### src/rtl/jk_bank_seq.sv
// jk_bank_seq: command-driven sequencer for a bank of WIDTH negedge jk cells.
// Each posedge computes registered J/K drive from the fed-back q_vec to LOAD, SET,
// CLEAR, or count the bank UP/DOWN for a programmable number of steps. The bank
// applies a step on the following negedge, so one step completes per clk cycle.
//
// Ports:
//   clk        clock; controller acts on posedge
//   clr        asynchronous active-high reset (bank contents untouched)
//   cmd_valid  command present
//   cmd_ready  controller can accept a command (IDLE only)
//   cmd_op     0 NOP, 1 LOAD, 2 UP, 3 DOWN, 4 CLEAR, 5 SET, 6-7 illegal
//   cmd_arg    load value (LOAD only)
//   cmd_steps  step count (UP/DOWN only)
//   q_vec      bank q outputs, bit i = cell i
//   j_vec      registered J drive to bank
//   k_vec      registered K drive to bank
//   busy       high while stepping
//   done       one-cycle completion pulse
//   err        pulses with done for an illegal opcode
module jk_bank_seq #(
  parameter int unsigned WIDTH = 4,
  parameter int unsigned STEPW = 8
) (
  input  logic             clk,
  input  logic             clr,
  input  logic             cmd_valid,
  output logic             cmd_ready,
  input  logic [2:0]       cmd_op,
  input  logic [WIDTH-1:0] cmd_arg,
  input  logic [STEPW-1:0] cmd_steps,
  input  logic [WIDTH-1:0] q_vec,
  output logic [WIDTH-1:0] j_vec,
  output logic [WIDTH-1:0] k_vec,
  output logic             busy,
  output logic             done,
  output logic             err
);

  localparam logic [2:0] OpLoad  = 3'd1;
  localparam logic [2:0] OpUp    = 3'd2;
  localparam logic [2:0] OpDown  = 3'd3;
  localparam logic [2:0] OpClear = 3'd4;
  localparam logic [2:0] OpSet   = 3'd5;

  typedef enum logic [1:0] {StIdle, StRun, StDone} state_e;

  state_e           state_q;
  logic [2:0]       op_q;
  logic [WIDTH-1:0] arg_q;
  logic [STEPW-1:0] steps_q;  // steps still to register after the current one

  logic [WIDTH-1:0] up_t, dn_t;
  logic [2:0]       sel_op;
  logic [WIDTH-1:0] sel_arg;
  logic [WIDTH-1:0] drv_j, drv_k;
  logic [STEPW-1:0] acc_steps;

  // Toggle masks: a bit flips when every lower bit is 1 (count up) or 0 (count down).
  always_comb begin
    up_t    = '0;
    dn_t    = '0;
    up_t[0] = 1'b1;
    dn_t[0] = 1'b1;
    for (int i = 1; i < int'(WIDTH); i++) begin
      up_t[i] = up_t[i-1] & q_vec[i-1];
      dn_t[i] = dn_t[i-1] & ~q_vec[i-1];
    end
  end

  // On the accept edge the command is not latched yet, so drive from the live inputs.
  always_comb begin
    sel_op  = (state_q == StIdle) ? cmd_op : op_q;
    sel_arg = (state_q == StIdle) ? cmd_arg : arg_q;
    drv_j   = '0;
    drv_k   = '0;
    case (sel_op)
      OpLoad:  begin drv_j = sel_arg; drv_k = ~sel_arg; end
      OpUp:    begin drv_j = up_t;    drv_k = up_t;     end
      OpDown:  begin drv_j = dn_t;    drv_k = dn_t;     end
      OpClear: begin drv_j = '0;      drv_k = '1;       end
      OpSet:   begin drv_j = '1;      drv_k = '0;       end
      default: ;
    endcase
  end

  always_comb begin
    acc_steps = '0;
    case (cmd_op)
      OpLoad, OpClear, OpSet: acc_steps = STEPW'(1);
      OpUp, OpDown:           acc_steps = cmd_steps;
      default:                acc_steps = '0;
    endcase
  end

  always_ff @(posedge clk or posedge clr) begin
    if (clr) begin
      state_q   <= StIdle;
      op_q      <= '0;
      arg_q     <= '0;
      steps_q   <= '0;
      j_vec     <= '0;
      k_vec     <= '0;
      busy      <= 1'b0;
      done      <= 1'b0;
      err       <= 1'b0;
      cmd_ready <= 1'b1;
    end else begin
      case (state_q)
        StIdle: begin
          if (cmd_valid) begin
            op_q      <= cmd_op;
            arg_q     <= cmd_arg;
            cmd_ready <= 1'b0;
            if (acc_steps != '0) begin
              steps_q <= acc_steps - STEPW'(1);
              j_vec   <= drv_j;
              k_vec   <= drv_k;
              busy    <= 1'b1;
              state_q <= StRun;
            end else begin
              steps_q <= '0;
              done    <= 1'b1;
              err     <= cmd_op[2] & cmd_op[1];  // ops 6 and 7
              state_q <= StDone;
            end
          end
        end
        StRun: begin
          if (steps_q != '0) begin
            steps_q <= steps_q - STEPW'(1);
            j_vec   <= drv_j;
            k_vec   <= drv_k;
          end else begin
            j_vec   <= '0;
            k_vec   <= '0;
            busy    <= 1'b0;
            done    <= 1'b1;
            state_q <= StDone;
          end
        end
        StDone: begin
          done      <= 1'b0;
          err       <= 1'b0;
          cmd_ready <= 1'b1;
          state_q   <= StIdle;
        end
        default: begin
          j_vec     <= '0;
          k_vec     <= '0;
          busy      <= 1'b0;
          done      <= 1'b0;
          err       <= 1'b0;
          cmd_ready <= 1'b1;
          state_q   <= StIdle;
        end
      endcase
    end
  end

endmodule

### config.mk
export PLATFORM = sky130hd
export DESIGN_NAME = jk_bank_seq
export DESIGN_NICKNAME = d
export VERILOG_FILES = /design/src/rtl/jk_bank_seq.sv
export SDC_FILE = /design/constraint.sdc
export NUM_CORES = 1
export LEC_CHECK = 0
export CAP_MARGIN = 20
export CORE_UTILIZATION = 63
export DETAILED_ROUTE_END_ITERATION = 7
export DONT_BUFFER_PORTS = 1
export GPL_ROUTABILITY_DRIVEN = 0
export HOLD_SLACK_MARGIN = 0.03
export PLACE_DENSITY = 0.78
export SYNTH_ARGS = -nofsm -noshare
export SYNTH_HDL_FRONTEND = slang
export SYNTH_SLANG_ARGS = --single-unit
### constraint.sdc
create_clock -name clk -period 2.42 [get_ports clk]
set_input_delay 0.363 -clock clk [delete_from_list [all_inputs] [get_ports clk]]
set_output_delay 0.363 -clock clk [all_outputs]
set_load 0.005 [all_outputs]
---- Yosys cells after proc, flatten, opt, wreduce, memory -nomap -nowiden ----
Index checks and enable logic that the tools add are counted.
storage, ports and cells
  register bits after elaboration ......... 29
  bits of input ports ..................... 22
  word-level logic and storage cells ...... 88
cells by class
  mux-type cells .......................... 34
  equality and inequality tests ........... 17
  add/sub/neg operators ................... 2
  bitwise operators ....................... 11
  reductions and logical operators ........ 14
operators with widths
  operator               number
  $pmux W4 S4            2
  $pmux W8 S2            2
  $mux W4                7
  $mux W8                3
  $pmux W4 S3            2
  $reduce_bool A8 Y1     2
  $sub A8 B1 Y8 const B  2
  $eq A3 B2 Y1 const B   4
  $eq A3 B3 Y1 const B   4
  $reduce_and A3 Y1      4
  $mux W1                9
  $ne A2 B2 Y1 const B   4
  $eq A3 B1 Y1 const B   2
  $mux W2                3
  $pmux W1 S2            3
  $reduce_and A2 Y1      3
  $and A1 B1 Y1          5
  $not A1 Y1             5
  $not A4 Y4             1
  $pmux W2 S2            1
  $reduce_and A4 Y1      1
  $mux W3                1
  $pmux W1 S3            1
  $reduce_or A3 Y1       1
  6 further kinds        6

---- Depth between registers and ports, before layout ----
  word-level depth ........................ 7
  depth in mapped cells ................... 10
  mapped depth without buffers ............ 9

---- Least setup slack after synthesis ----
No wires, ideal clock.
  path kind ............................... input -> register
  start ................................... in cmd_op[1]
  end ..................................... reg steps_q[7]
  arrival time ............................ 2472 ps
  stages on the path ...................... 10
  data required time ...................... 2352 ps
  slack ................................... -120 ps
  path buffers ............................ 2
  cell sequence ........................... buf_2 > and2b_2 > clkbuf_1 > a21oi_1 > ha_1 > nor3b_1 > a221o_4 > or2_0 > o32ai_2 > a32o_1
between the ends
  word-level cells in the longest chain between the ends .. 7
  elaborated cells between the ends (all ways) .. 13
  classes of those cells .................. add/sub (1); eq/ne (5); mux (4); reduce/logical (3)
RTL lines
  what                                                  RTL line  source
  start, declared                                       28        input logic [2:0] cmd_op,
  $eq A3 B1 Y1 (tied with other cells)                  88        case (cmd_op)
  $reduce_or A3 Y1 or $reduce_or A2 Y1 (tied branches)  88
  $pmux W8 S2 *                                         88
  $sub A8 B1 Y8 or $reduce_bool A8 Y1 (tied branches)   115, 114
  $mux W8 *                                             114       if (acc_steps != '0) begin
  $mux W8 *                                             110       if (cmd_valid) begin
  $pmux W8 S2 *                                         108       case (state_q)
  end signal, assigned                                  115       steps_q <= acc_steps - STEPW'(1);
  end signal, assigned                                  130       steps_q <= steps_q - STEPW'(1);
  end, declared                                         50        logic [STEPW-1:0] steps_q;
Every way passes the cells marked *; elsewhere a longest branch is shown, timed or not. The select of a mux whose other input is x is not followed.
A chain may end at the register's enable or synchronous reset.

---- Worst setup path after layout ----
  start ................................... in cmd_op[2]
  end ..................................... reg steps_q[7]
The elaborated chain is that of the path after synthesis.

==> impl_results.md <==
- Post-synthesis area per instance: 9.164 µm²
- Worst relative slew slack: 51.86%
- Worst Skew: 15.92 ps
- Min-delay worst type: in -> reg
- CTS clk-pin slew, worst paths: around 90 ps
- Largest fanout on the critical path: 10
- Mapped Area: 0.001979 mm²
- Seq/Total Area, Yosys: between 30% and 40%
- Number of max-cap violations: 0
- I/O pin cnt: 34
- Die height: 58.05 µm
- Mapped Cells: 216
- WHS Endpoint: op_q[2]
- Die area: around 0.0034 mm²
- Largest buffer count on any clock path: 2
- Slew Viols, Final: 0
- Worst Setup Path Type: in -> reg
- Clk sinks: 29
- Die X: a little under 60 µm
- Final net count: approximately 250
- YS warnings: 0
- Syn Nets: between 200 and 250
- First-pass GRT wire length: ~7.6 mm
- Final period utilization: 84.78%
- Vias in the first global route: about 1,700
- DR iter-0 viols: 93
- Inserted Diodes: 0
- Synth area leaders: dfrtp_1, o21ai_0, mux2_2, nand2_1, nor2_1
- Distinct cell type count after synthesis: 55
- Via/cell ratio: around 6.6
- Design area: 0.002106 mm²
- Worst hold stages: 1
- CTS tree: yes
- Wire length per cell: 17.29 µm
- Synth area leader: dfrtp_1
- Worst-Skew Late Latency: roughly 340 ps
- WP data required: between 2000 and 3000 ps
- Share of the synthesized area in the top cell type: 35.40%
- CP startpoint kind: primary input
- Total track usage: 30.50%
- Failing checks: DRC
- Least-Margin Pin Slew: 715.5 ps
- DRT Wirelength: between 4 and 5 mm
- Leak pwr: 0.8794 nW
- Placed Area: between 0.002 and 0.0025 mm²
- Gr ovfl total: 0
- Area Growth Syn to Fin: 6.384%
- PD cells: between 1000 and 1500 mW/mm²
- Worst path arrival time: about 2300 ps
- # Post-CTS Setup Buffers: 0
- Setup TNS: 0 ps
- Initial antenna violation count: 0
- Status: finished with violations
- # DRC: 2
- Worst r2r path cells: 6
- Final Critical Period: a little over 2000 ps
- Largest net degree at the start of global routing: 30
- RSZ-0062 raised after global routing: false
- Hold Fails Final Rpt: 0
- Root Buffer: clkbuf_4
- Worst VDD drop: ~650 µV
- Number of synthesized flops with an enable pin: 0
- Buffers added on ports: 0
- Starting Density: just under 70%
- H-tree Lvls: 2
- Worst Setup End Kind: register
- List of most frequent post-synthesis cells: dfrtp_1, o21ai_0, nand2_1
- CTS buffer count: 5
- Most frequent cell after synthesis: dfrtp_1
- Remaining antenna violation count: 0
- Synth Register Bits: 29
- FMAX: ~490 MHz
- Hold path startpoint: cmd_op[2]
- FF-to-FF Start: state_q[1]
- Internal reg-to-reg setup slack: between 400 and 500 ps
- Fraction of final layout cells sized beyond drive strength 1: 14.55%
- DRT Pass-1 Iters: 6
- Hpwl dp: about 3.4 mm
- Row count: 19
- Worst reg2reg endpoint: k_vec[3]
- Final setup viols: 0
- Via count: about 1,700
- Core area: 0.002877 mm²
- Async SR Flop Fraction: 100.0%
- Most used DFF post-synth: dfrtp_1
## power breakdown
part	switching (mW)	leakage, nW	internal, mW
combinational	0.753	0.472	0.602
sequential	0.177	0.362	0.702
clock	0.172	0.0455	0.246
total	1.10	0.879	1.55
## cell families (layout without fill, tap and decap cells)
group | Yosys count | after routing | share of synthesized area (%)
flops | 29 | 29 | 36.73
mux | 15 | 15 | 8.723
xor+xnor | 5 | 5 | 2.213
buf+inv | 17 | 21 | 4.677
fa+ha+maj | 4 | 4 | 2.529
simple gates | 77 | 77 | 20.54
compound gates | 69 | 69 | 24.59
## sequential cells by signal (all words and copies together) (netlist names), 2 cells and up
name,count
steps_q,8
op_q,3
j_vec,4
k_vec,4
state_q,2
arg_q,4
## per-stage QoR
stage | hold WS [ps] | total power, mW | cells | worst slack, ps | util, %
floorplan | 440.4 | 1.937 | 216 | 9.995 | -
global placement | 333.7 | 2.159 | 253 | 109.1 | 69.90
detailed placement | 343.1 | 2.215 | 253 | 79.99 | 69.90
CTS | 164.8 | 2.637 | 262 | 423.3 | 73.21
global route | 146.4 | 2.870 | 262 | 233.6 | 73.21
finish | 178.1 | 2.652 | 262 | 368.3 | 73.21
## cells in the final DEF, fill, tap and decap left out, types with 2 or more instances in the layout
master / count
xor2_1: 3
a21oi_1: 12
a311oi_1: 2
xnor2_1: 2
and2_1: 2
buf_4: 7
nor2_1: 17
nor4_1: 4
a211oi_1: 5
nand2_1: 18
a21boi_0: 2
a32o_1: 3
mux2i_1: 6
nand3_1: 4
a32oi_1: 3
or3_1: 5
nand3b_1: 2
mux2_2: 8
nand2b_1: 6
inv_1: 5
o21ai_0: 19
dfrtp_1: 28
o211ai_1: 4
o22ai_1: 2
ha_1: 4
clkbuf_4: 5
or3_2: 2
a22o_1: 6
nor3_1: 6
## worst max-delay path, stage by stage
cell and delay, ps:
and2b_2 280, a21oi_1 120, ha_1 250, nor3b_1 160, a221o_4 480, or2_0 250
o32ai_2 270, a32o_1 150
## worst max-delay path by stage
stage	startpoint	endpoint	cells past startpoint
after floorplan	cmd_op[2]	steps_q[7]	10
after global placement	cmd_op[2]	steps_q[7]	8
after CTS	state_q[1]	k_vec[3]	6
final	cmd_op[2]	steps_q[7]	8
after global routing	state_q[1]	k_vec[3]	6
after detailed placement	cmd_op[2]	steps_q[7]	8
## final cells by class
class                           count  area [µm²]
Timing Repair Buffer                8       62.56
Sequential cell                    29       726.9
Multi-Input combinational cell    170        1160
Clock buffer                        7       55.05
Tap cell                           42       52.55
Inverter                            5       18.77
Clock inverter                      1       30.03
Fill cell                         208       770.7
## routing by layer
metal	GRT usage (%)	routed length, µm
met1	39.66	2010
met2	47.13	2070
met3	8.259	359
met4	14.63	89
met5	0	0
## what timing repair did
| action | 4_1_cts | 5_1_grt |
|---|---|---|
| hold buffers | 1 | 0 |
| endpoints found under the hold margin | 28 | 0 |
| resized for setup | 0 | 0 |
| setup endpoints to repair | 0 | 0 |
Note: power is estimated with default switching activity, not from simulation.
